### src/rtl/e203_exu_wbck_arb_if.sv
// ----------------------------------------------------------------------------
// e203_exu_wbck_arb_if
// Bundle between the EXU write-back producers and the write-back arbiter.
//
// Producer side (inputs to the arbiter):
//   src_valid  [NSRC]          per-source write-back request
//   src_wdat   [NSRC*XLEN]     flattened data, source i at [i*XLEN +: XLEN]
//   src_rdidx  [NSRC*RFIDX_W]  flattened destination index
//   src_rdfpu  [NSRC]          destination is the FP regfile
// Arbiter side (outputs of the arbiter):
//   src_ready  [NSRC]          one-hot or zero grant
//   rf_wbck_o_ena, fp_wbck_o_ena, rf_wbck_o_wdat, rf_wbck_o_rdidx
//   wbck_busy                  a regfile write is presented this cycle
//   dbg_cnt    [NSRC*CNT_W]    flattened starvation counters, for observation
//
// Handshake: a source raises src_valid and holds valid/data stable; the
// transfer completes in the cycle where src_valid[i] & src_ready[i] is 1.
//
// Modports: slave = the arbiter, master = the producers / environment.
// ----------------------------------------------------------------------------
interface e203_exu_wbck_arb_if #(
    parameter int NSRC    = 2,
    parameter int XLEN    = 32,
    parameter int RFIDX_W = 5,
    parameter int CNT_W   = 4
);
    logic [NSRC-1:0]         src_valid;
    logic [NSRC-1:0]         src_ready;
    logic [NSRC*XLEN-1:0]    src_wdat;
    logic [NSRC*RFIDX_W-1:0] src_rdidx;
    logic [NSRC-1:0]         src_rdfpu;
    logic                    rf_wbck_o_ena;
    logic                    fp_wbck_o_ena;
    logic [XLEN-1:0]         rf_wbck_o_wdat;
    logic [RFIDX_W-1:0]      rf_wbck_o_rdidx;
    logic                    wbck_busy;
    logic [NSRC*CNT_W-1:0]   dbg_cnt;

    modport slave (
        input  src_valid, src_wdat, src_rdidx, src_rdfpu,
        output src_ready, rf_wbck_o_ena, fp_wbck_o_ena,
               rf_wbck_o_wdat, rf_wbck_o_rdidx, wbck_busy, dbg_cnt
    );

    modport master (
        output src_valid, src_wdat, src_rdidx, src_rdfpu,
        input  src_ready, rf_wbck_o_ena, fp_wbck_o_ena,
               rf_wbck_o_wdat, rf_wbck_o_rdidx, wbck_busy, dbg_cnt
    );
endinterface

### src/rtl/e203_exu_wbck_arb.sv
// ----------------------------------------------------------------------------
// e203_exu_wbck_arb
// N-source write-back arbiter in front of the single regfile write port.
// Fixed priority (highest index wins) with per-source starvation counters:
// a source valid but not granted for STARVE_MAX cycles is promoted above all
// others; among promoted sources the lowest index wins.
//
// Ports:
//   clk    clock
//   rst_n  asynchronous active-low reset
//   wb     e203_exu_wbck_arb_if.slave (source requests in, grant and
//          regfile write port out, starvation counters on dbg_cnt)
//
// Optional feature macro: E203_WBCK_ARB_BYPASS_EN
//   undefined (default): registered output, grant in T -> write in T+1
//   defined:             output register removed, write in the grant cycle
// ----------------------------------------------------------------------------
module e203_exu_wbck_arb #(
    parameter int NSRC       = 2,
    parameter int XLEN       = 32,
    parameter int RFIDX_W    = 5,
    parameter int STARVE_MAX = 4,
    parameter int CNT_W      = 4
) (
    input logic                  clk,
    input logic                  rst_n,
    e203_exu_wbck_arb_if.slave   wb
);
    localparam int SEL_W = $clog2(NSRC);

    logic [CNT_W-1:0]   cnt [NSRC];
    logic [NSRC-1:0]    starved;
    logic [SEL_W-1:0]   sel;
    logic               any_grant;
    logic [NSRC-1:0]    grant;
    logic [XLEN-1:0]    g_wdat;
    logic [RFIDX_W-1:0] g_rdidx;
    logic               g_fpu;

    always_comb begin
        for (int i = 0; i < NSRC; i++) begin
            starved[i] = wb.src_valid[i] & (cnt[i] >= CNT_W'(STARVE_MAX));
        end
    end

    // Ascending scan leaves the highest valid index; if anything is starved,
    // a descending scan over starved sources overrides it with the lowest.
    always_comb begin
        sel = '0;
        for (int i = 0; i < NSRC; i++) begin
            if (wb.src_valid[i]) sel = SEL_W'(i);
        end
        if (|starved) begin
            for (int i = NSRC - 1; i >= 0; i--) begin
                if (starved[i]) sel = SEL_W'(i);
            end
        end
    end

    // No grant is issued while reset is held, even with requests pending.
    assign any_grant    = rst_n & (|wb.src_valid);
    assign grant        = any_grant ? (NSRC'(1) << sel) : '0;
    assign wb.src_ready = grant;

    assign g_wdat  = wb.src_wdat[sel*XLEN +: XLEN];
    assign g_rdidx = wb.src_rdidx[sel*RFIDX_W +: RFIDX_W];
    assign g_fpu   = wb.src_rdfpu[sel];

    // Counters clear on grant or when the request drops, else saturate.
    always_ff @(posedge clk or negedge rst_n) begin
        if (!rst_n) begin
            for (int i = 0; i < NSRC; i++) cnt[i] <= '0;
        end else begin
            for (int i = 0; i < NSRC; i++) begin
                if (!wb.src_valid[i] || grant[i]) begin
                    cnt[i] <= '0;
                end else if (cnt[i] < CNT_W'(STARVE_MAX)) begin
                    cnt[i] <= cnt[i] + 1'b1;
                end
            end
        end
    end

    for (genvar gi = 0; gi < NSRC; gi++) begin : g_dbg
        assign wb.dbg_cnt[gi*CNT_W +: CNT_W] = cnt[gi];
    end

`ifdef E203_WBCK_ARB_BYPASS_EN
    assign wb.rf_wbck_o_ena   = any_grant & ~g_fpu;
    assign wb.fp_wbck_o_ena   = any_grant & g_fpu;
    assign wb.rf_wbck_o_wdat  = g_wdat;
    assign wb.rf_wbck_o_rdidx = g_rdidx;
`else
    logic               rf_ena_q;
    logic               fp_ena_q;
    logic [XLEN-1:0]    wdat_q;
    logic [RFIDX_W-1:0] rdidx_q;

    // Data/index hold their last value when idle; only the enables clear.
    always_ff @(posedge clk or negedge rst_n) begin
        if (!rst_n) begin
            rf_ena_q <= 1'b0;
            fp_ena_q <= 1'b0;
            wdat_q   <= '0;
            rdidx_q  <= '0;
        end else if (any_grant) begin
            rf_ena_q <= ~g_fpu;
            fp_ena_q <= g_fpu;
            wdat_q   <= g_wdat;
            rdidx_q  <= g_rdidx;
        end else begin
            rf_ena_q <= 1'b0;
            fp_ena_q <= 1'b0;
        end
    end

    assign wb.rf_wbck_o_ena   = rf_ena_q;
    assign wb.fp_wbck_o_ena   = fp_ena_q;
    assign wb.rf_wbck_o_wdat  = wdat_q;
    assign wb.rf_wbck_o_rdidx = rdidx_q;
`endif

    assign wb.wbck_busy = wb.rf_wbck_o_ena | wb.fp_wbck_o_ena;

endmodule

### src/flat_wrapper.sv
// flat-port wrapper written by rule: the top's interface ports become plain ports
module e203_exu_wbck_arb_flat 
#(
    parameter int NSRC       = 2,
    parameter int XLEN       = 32,
    parameter int RFIDX_W    = 5,
    parameter int STARVE_MAX = 4,
    parameter int CNT_W      = 4
)
  (clk, rst_n, wb_src_valid, wb_src_wdat, wb_src_rdidx, wb_src_rdfpu, wb_src_ready, wb_rf_wbck_o_ena, wb_fp_wbck_o_ena, wb_rf_wbck_o_wdat, wb_rf_wbck_o_rdidx, wb_wbck_busy, wb_dbg_cnt);
  e203_exu_wbck_arb_if #(.NSRC(NSRC), .XLEN(XLEN), .RFIDX_W(RFIDX_W), .CNT_W(CNT_W)) wb_i ();
  input logic clk;
  input logic rst_n;
  input wire logic [$bits(wb_i.src_valid)-1:0] wb_src_valid;
  input wire logic [$bits(wb_i.src_wdat)-1:0] wb_src_wdat;
  input wire logic [$bits(wb_i.src_rdidx)-1:0] wb_src_rdidx;
  input wire logic [$bits(wb_i.src_rdfpu)-1:0] wb_src_rdfpu;
  output wire logic [$bits(wb_i.src_ready)-1:0] wb_src_ready;
  output wire logic [$bits(wb_i.rf_wbck_o_ena)-1:0] wb_rf_wbck_o_ena;
  output wire logic [$bits(wb_i.fp_wbck_o_ena)-1:0] wb_fp_wbck_o_ena;
  output wire logic [$bits(wb_i.rf_wbck_o_wdat)-1:0] wb_rf_wbck_o_wdat;
  output wire logic [$bits(wb_i.rf_wbck_o_rdidx)-1:0] wb_rf_wbck_o_rdidx;
  output wire logic [$bits(wb_i.wbck_busy)-1:0] wb_wbck_busy;
  output wire logic [$bits(wb_i.dbg_cnt)-1:0] wb_dbg_cnt;
  assign wb_i.src_valid = wb_src_valid;
  assign wb_i.src_wdat = wb_src_wdat;
  assign wb_i.src_rdidx = wb_src_rdidx;
  assign wb_i.src_rdfpu = wb_src_rdfpu;
  assign wb_src_ready = wb_i.src_ready;
  assign wb_rf_wbck_o_ena = wb_i.rf_wbck_o_ena;
  assign wb_fp_wbck_o_ena = wb_i.fp_wbck_o_ena;
  assign wb_rf_wbck_o_wdat = wb_i.rf_wbck_o_wdat;
  assign wb_rf_wbck_o_rdidx = wb_i.rf_wbck_o_rdidx;
  assign wb_wbck_busy = wb_i.wbck_busy;
  assign wb_dbg_cnt = wb_i.dbg_cnt;
  e203_exu_wbck_arb #(.NSRC(NSRC), .XLEN(XLEN), .RFIDX_W(RFIDX_W), .STARVE_MAX(STARVE_MAX), .CNT_W(CNT_W)) u_core (.clk(clk), .rst_n(rst_n), .wb(wb_i));
endmodule
### config.mk
export PLATFORM = sky130hd
export DESIGN_NAME = e203_exu_wbck_arb_flat
export DESIGN_NICKNAME = d
export VERILOG_FILES = /design/src/rtl/e203_exu_wbck_arb_if.sv /design/src/rtl/e203_exu_wbck_arb.sv /design/src/flat_wrapper.sv
export SDC_FILE = /design/constraint.sdc
export NUM_CORES = 1
export LEC_CHECK = 0
export ABC_CLOCK_PERIOD_IN_PS = 3970
export BUFFER_PORTS_ARGS = -buffer_cell sky130_fd_sc_hd__buf_2
export CORE_ASPECT_RATIO = 1.75
export CORE_UTILIZATION = 46
export CTS_CLUSTER_DIAMETER = 100
export DETAILED_ROUTE_END_ITERATION = 10
export PLACE_DENSITY = 0.89
export SLEW_MARGIN = 20
export SYNTH_ARGS = -nofsm -noshare
export SYNTH_HDL_FRONTEND = slang
export SYNTH_SLANG_ARGS = --single-unit
### constraint.sdc
create_clock -name clk -period 3.97 [get_ports clk]
set_clock_uncertainty 0.05 [all_clocks]
set_input_delay 0.5955 -clock clk [delete_from_list [all_inputs] [get_ports clk]]
set_output_delay 0.5955 -clock clk [all_outputs]
set_load 0.02 [all_outputs]
==> impl_metrics.yaml, run 1 <==
global_routing:
  globalRouteMet3Util_pct: 3.853
  global_route.peak_usage_layer: "met2"
  grt_max_degree: 53
  global_route_wire_length_before_repair_um: 8135
  number_of_global_route_vias_before_repair: 1823
  gr-usage-all-layers_pct: 22.70
  grt_residual_overflow: 0
  antenna_found_initial: 0
  groute.layer.met1.usage_pct: 25.22
  globalRouteMet2Util_pct: 41.77
placed_design:
  dp.cells: 336
  gp_congestion: 0.8047
  port_buffers: 129
  detailedPlacementHpwl_um: 3799
floorplanning:
  die-area_um2: 4835
  ioPinCount: 130
  die_w_um: 53.00
  placement_rows: 32
  start_util_pct: 47.53
  floorplan.core_area_um2: 4404
  die_h_um: 91.24
run:
  cap_viol_max_count: 0
logic_synthesis:
  synth_sequential_area_ratio_pct: 56.19
  synth_nets: 248
  syn_avg_cell_area_um2: 12.61
  yosysWarnings: 0
  synth.distinct_cells: 23
  yosys_register_bits: 47
  synthesis.instances: 166
  synth.cell_area_um2: 2093
power_and_ir_drop:
  p_leak_nw: 1.514
  power.density_nw_per_um2: 414.9
  vdd_ir_drop_max_uv: 373.1
worst_setup_path:
  arrival_ns: 2.20
  critPathMaxFanout: 24
  sort_of_element_at_the_end_of_the_critical_path: "primary output"
  worst_setup_path_start_kind: "primary input"
  timing.setup.critical_path_class: "primary input to primary output"
  minimum_setup_slack_among_reg_to_reg_paths_ns: 1.80
  crit_required_ns: 3.32
cells_and_area:
  final_net_count: 374
  layout.cells.non_filler: 344
  num-fill-cells: 380
  layout-area-overhead-vs-synth_pct: 36.10
  drive_gt1_share_pct: 48.81
  most-common-layout-cells: "129 x sky130_fd_sc_hd__buf_2, 47 x sky130_fd_sc_hd__dfrtp_1, 37 x sky130_fd_sc_hd__and2_1, 36 x sky130_fd_sc_hd__a221o_1, 8 x sky130_fd_sc_hd__nor3b_1"
  antenna_cells_inserted: 0
  layout.cells.most_common: "sky130_fd_sc_hd__buf_2"
routing:
  drt_first_iter_violations: 48
  final_routed_wire_length_divided_by_cell_count_um: 15.14
  post_drt_via_cell_ratio: 5.407
  post-route-drc-count: 0
  postRouteWirelength_um: 5208
  antenna_violating_nets_post_route: 0
  detail_route.first_pass.iterations: 5
  num_vias: 1860
clocking:
  clock_insertion_delay_worst_skew_ns: 0.28
  cts_tree: "done"
  max-clock-path-buffers: 2
  clkSlewWorstSetupHoldPaths_ns: 0.08
  cts_repair_resize_count: 0
  tritoncts_num_sinks: 47
  root_buffer_master: "sky130_fd_sc_hd__clkbuf_8"
  htree_levels: 2
  tritoncts_buffer_count: 5
  cts_setup_buffers: 0
  ctsHoldBuffers: 0
worst_hold_path:
  worstHoldPathType: "primary input to async pin"
timing:
  grt_setup_unrepaired: "false"
  tightestPinTransition_ns: 0.7488
  hold_violation_count_in_the_final_report: 0
  slew_viol_final: 0
  maxSlewHeadroom_pct: 49.89
  setup_viol: 0
  totalNegativeSetupSlack_ns: 0
  fmax_mhz: 351.9
  min_period_over_period_pct: 71.58
  fin_worst_hold_slack_ns: 0.3683
  min_period_ns: 2.842
run_status:
  result_of_the_run: "completed"
flip-flops by register name, indices dropped and copies added (netlist names):
register,flops
u_core.wb.fp_wbck_o_ena,1
u_core.wb.rf_wbck_o_wdat,32
u_core.wb.rf_wbck_o_rdidx,5
u_core.wb.rf_wbck_o_ena,1
u_core.wb.dbg_cnt,8
cell usage after synthesis:
cell | number | share of area (%)
sky130_fd_sc_hd__nor2_1 | 2 | 0.36
sky130_fd_sc_hd__or3b_1 | 1 | 0.42
sky130_fd_sc_hd__or2_2 | 1 | 0.30
sky130_fd_sc_hd__and3_1 | 1 | 0.30
sky130_fd_sc_hd__buf_2 | 1 | 0.24
sky130_fd_sc_hd__buf_6 | 5 | 2.7
sky130_fd_sc_hd__o21ai_1 | 1 | 0.24
sky130_fd_sc_hd__dfrtp_1 | 47 | 56
sky130_fd_sc_hd__a21boi_0 | 2 | 0.72
sky130_fd_sc_hd__clkbuf_1 | 7 | 1.3
sky130_fd_sc_hd__and2_1 | 37 | 11
sky130_fd_sc_hd__ha_1 | 2 | 1.2
sky130_fd_sc_hd__a221o_2 | 1 | 0.54
sky130_fd_sc_hd__inv_1 | 2 | 0.36
sky130_fd_sc_hd__o21ai_0 | 1 | 0.24
sky130_fd_sc_hd__nand3_1 | 2 | 0.48
sky130_fd_sc_hd__xnor2_1 | 2 | 0.84
sky130_fd_sc_hd__a21oi_1 | 2 | 0.48
sky130_fd_sc_hd__a221o_1 | 36 | 17
sky130_fd_sc_hd__mux2i_1 | 2 | 0.96
sky130_fd_sc_hd__nor3b_1 | 8 | 2.9
sky130_fd_sc_hd__nand3b_1 | 2 | 0.72
sky130_fd_sc_hd__and3_2 | 1 | 0.36
worst max-delay path, stage by stage:
cell and delay [ns]:
sky130_fd_sc_hd__buf_2 0.16, sky130_fd_sc_hd__or3b_1 0.21, sky130_fd_sc_hd__and3_1 0.62, sky130_fd_sc_hd__buf_4 0.39, sky130_fd_sc_hd__buf_2 0.22
cells by family (layout without fill, tap and decap cells):
family	Yosys count	after routing	share of synthesized area [%]
DFF	47	47	56.19
xor gates and xnor gates	2	2	0.8370
buffers and inverters	15	142	4.543
AOI/OAI and AO/OA	43	43	19.43
muxes	2	2	0.9564
adders and majority gates	2	2	1.195
and+or+nand+nor	55	55	16.86
per-layer routing:
metal | wire length [um] | part of all wire [%] | vias to the layer above
li1 | - | - | 872
met1 | 2002 | 38 | 898
met5 | 0 | 0 | -
met3 | 271 | 5.2 | 8
met2 | 2853 | 55 | 82
met4 | 80 | 1.5 | 0
final cells by class:
type	count	area, um2	share of cell area [%]
Clock buffer	8	100.1	3.513
Inverter	2	7.507	0.2635
Multi-Input combinational cell	104	833.3	29.25
Sequential cell	47	1176	41.28
Tap cell	51	63.81	2.240
Timing Repair Buffer	132	668.1	23.45
path summary, 6_finish.rpt:
path,start,end,cells past startpoint
worst max-delay path,wb_src_valid[1],wb_src_ready[0],5
worst min-delay path,rst_n,u_core.wb.rf_wbck_o_ena$_DFF_PN0_,2
worst max register to register,u_core.wb.dbg_cnt[2]$_DFFE_PN0P_,u_core.wb.rf_wbck_o_wdat[5]$_DFFE_PN0P_,4
worst min register to register,u_core.wb.dbg_cnt[7]$_DFFE_PN0P_,u_core.wb.dbg_cnt[7]$_DFFE_PN0P_,2
max in group asynchronous,rst_n,u_core.wb.rf_wbck_o_wdat[18]$_DFFE_PN0P_,2
min in group clk,wb_src_rdidx[7],u_core.wb.rf_wbck_o_rdidx[2]$_DFFE_PN0P_,2
report_power, final:
group | leakage [nW] | internal (mW) | switching, mW
registers | 0.592 | 0.537 | 0.0294
logic | 0.871 | 0.139 | 0.179
clock network | 0.0515 | 0.159 | 0.139
total | 1.51 | 0.835 | 0.347
through the flow:
stage | utilization [%] | area, um2 | setup WS (ns) | total power, mW
floorplan | - | 2093 | 1.916 | 0.7592
global placement | 62.24 | 2741 | 1.190 | 0.8829
detailed placement | 62.24 | 2741 | 1.156 | 0.8930
CTS | 64.52 | 2841 | 1.152 | 1.197
global route | 64.69 | 2849 | 1.054 | 1.247
finish | 64.69 | 2849 | 1.128 | 1.182
Power figures use the tool's default switching activity.
==> run 2: changes to the inputs <==
- ABC_CLOCK_PERIOD_IN_PS: 3970 -> 2500
- CORE_UTILIZATION: 46 -> 38
- PLACE_DENSITY: 0.89 -> 0.79
- clock period: 3.97 -> 2.5 ns (I/O delays scaled with it)
==> impl_metrics.yaml, run 2 (synthesis gave the netlist of run 1 again) <==
timing:
  setup_viol: 0
  hold_violation_count_in_the_final_report: 0
  fmax_mhz: 446.5
  grt_setup_unrepaired: "false"
  maxSlewHeadroom_pct: 50.85
  slew_viol_final: 0
  totalNegativeSetupSlack_ns: 0
  min_period_ns: 2.240
  fin_worst_hold_slack_ns: 0.2216
  tightestPinTransition_ns: 0.7344
  min_period_over_period_pct: 89.59
placed_design:
  dp.cells: 359
  gp_congestion: 0.7132
  port_buffers: 129
  place_area_um2: 2770
  detailedPlacementHpwl_um: 3693
worst_setup_path:
  arrival_ns: 1.81
  sort_of_element_at_the_end_of_the_critical_path: "primary output"
  critPathMaxFanout: 42
  crit_required_ns: 2.08
  timing.setup.critical_path_class: "flip-flop to primary output"
  worst_setup_path_start_kind: "flip-flop"
routing:
  detail_route.first_pass.iterations: 4
  antenna_violating_nets_post_route: 0
  final_routed_wire_length_divided_by_cell_count_um: 13.93
  post_drt_via_cell_ratio: 5.030
  num_vias: 1851
  post-route-drc-count: 0
  drt_first_iter_violations: 44
  postRouteWirelength_um: 5127
power_and_ir_drop:
  vdd_ir_drop_max_uv: 381.6
  power_frac_seq_pct: 47.7
  p_leak_nw: 1.518
  clockPowerShare_pct: 25.6
  internal_power_mw: 1.327
  power.switching_uw: 553.2
  power.combinational.fraction_pct: 26.7
  power_switching_share_pct: 29.42
  power.density_nw_per_um2: 650.3
global_routing:
  gr-usage-all-layers_pct: 17.93
  global_route_wire_length_before_repair_um: 8004
  antenna_found_initial: 0
  grt_residual_overflow: 0
  grt_max_degree: 47
  number_of_global_route_vias_before_repair: 1819
cells_and_area:
  layout.cells.most_common: "sky130_fd_sc_hd__buf_2"
  antenna_cells_inserted: 0
  final_core_utilization_pct: 54.57
  num-fill-cells: 471
  final_net_count: 375
  drive_gt1_share_pct: 48.64
  design_area_um2: 2892
  largest_register_ff_count: 32
  most-common-layout-cells: "129 x sky130_fd_sc_hd__buf_2, 47 x sky130_fd_sc_hd__dfrtp_1, 37 x sky130_fd_sc_hd__and2_1, 36 x sky130_fd_sc_hd__a221o_1, 8 x sky130_fd_sc_hd__nor3b_1"
  layout.cells.non_filler: 368
  layout-area-overhead-vs-synth_pct: 38.13
clocking:
  clkSlewWorstSetupHoldPaths_ns: 0.08
  tritoncts_num_sinks: 47
  max-clock-path-buffers: 2
  tritoncts_buffer_count: 5
  htree_levels: 2
  cts_setup_buffers: 0
  cts_tree: "done"
  clock_insertion_delay_worst_skew_ns: 0.29
  root_buffer_master: "sky130_fd_sc_hd__clkbuf_8"
run:
  cap_viol_max_count: 0
run_status:
  result_of_the_run: "completed"
floorplanning:
  die_h_um: 100.2
  die_w_um: 58.11
  ioPinCount: 130
  floorplan.core_area_um2: 5299
  placement_rows: 35
  start_util_pct: 39.50
  die-area_um2: 5821
worst_hold_path:
  worstHoldPathType: "primary input to async pin"
-- run 2: changes by cell type in the layout (fill, tap and decap cells not counted), sizes merged --
cell / change
dlygate4sd3: +1
-- run 2: critical path, stage by stage (launching register included) --
cell                      delay (ns)
sky130_fd_sc_hd__dfrtp_1        0.42
sky130_fd_sc_hd__o21ai_0        0.31
sky130_fd_sc_hd__and3_4         0.54
sky130_fd_sc_hd__buf_2          0.25
-- run 2: final timing paths --
check / start / endpoint / slack (ns) / cells past startpoint
hold / removal: rst_n / u_core.wb.dbg_cnt[4]$_DFFE_PN0P_ / 0.22 / 2
setup / recovery: u_core.wb.dbg_cnt[2]$_DFFE_PN0P_ / wb_src_ready[1] / 0.26 / 3
hold reg to reg: u_core.wb.dbg_cnt[7]$_DFFE_PN0P_ / u_core.wb.dbg_cnt[7]$_DFFE_PN0P_ / 0.52 / 2
max in group asynchronous: rst_n / u_core.wb.dbg_cnt[2]$_DFFE_PN0P_ / 1.77 / 2
min in group clk: wb_src_wdat[2] / u_core.wb.rf_wbck_o_wdat[2]$_DFFE_PN0P_ / 0.26 / 2
setup reg to reg: u_core.wb.dbg_cnt[2]$_DFFE_PN0P_ / u_core.wb.rf_wbck_o_wdat[23]$_DFFE_PN0P_ / 0.69 / 4
-- run 2: power groups by stage --
stage          registers (mW)  clock network, mW  logic, mW
6_report                0.896              0.482      0.502
5_1_grt                 0.909              0.543      0.542
4_1_cts                 0.897              0.505      0.506
3_5_place_dp            0.909                  0      0.504
3_3_place_gp            0.909                  0      0.494
2_1_floorplan            1.03                  0      0.177
-- run 2: per-layer routing --
metal / share of wire [%] / vias up / track usage (%) / routed length [um]
met1: 38 / 875 / 19.06 / 1948
met3: 5.1 / 12 / 3.351 / 261
met4: 2.7 / 0 / 7.692 / 138
li1: - / 878 / - / -
met5: 0 / - / 0 / 0
met2: 54 / 86 / 33.33 / 2780
-- run 2: stage by stage --
step / power (mW) / setup WS [ns]
after floorplan: 1.206 / 0.6594
after global placement: 1.403 / 0.3800
after detailed placement: 1.413 / 0.3470
after CTS: 1.908 / 0.01742
after global routing: 1.994 / 0.1169
final: 1.880 / 0.2602
-- run 2: area by class of cell --
class | instances | area (um2) | share of cell area (%)
inverter | 2 | 7.507 | 0.2596
clock buffer | 8 | 100.1 | 3.462
tap | 74 | 92.59 | 3.202
timing repair buffer | 133 | 678.2 | 23.45
sequential | 47 | 1176 | 40.68
multi-input combinational | 104 | 837.1 | 28.95
-- run 2: repair_timing --
action / in CTS / in global routing
endpoints found under the setup margin: 0 / 1
gates resized for setup: 0 / 1
hold buffers: 1 / 0
hold endpoints to repair: 3 / 0
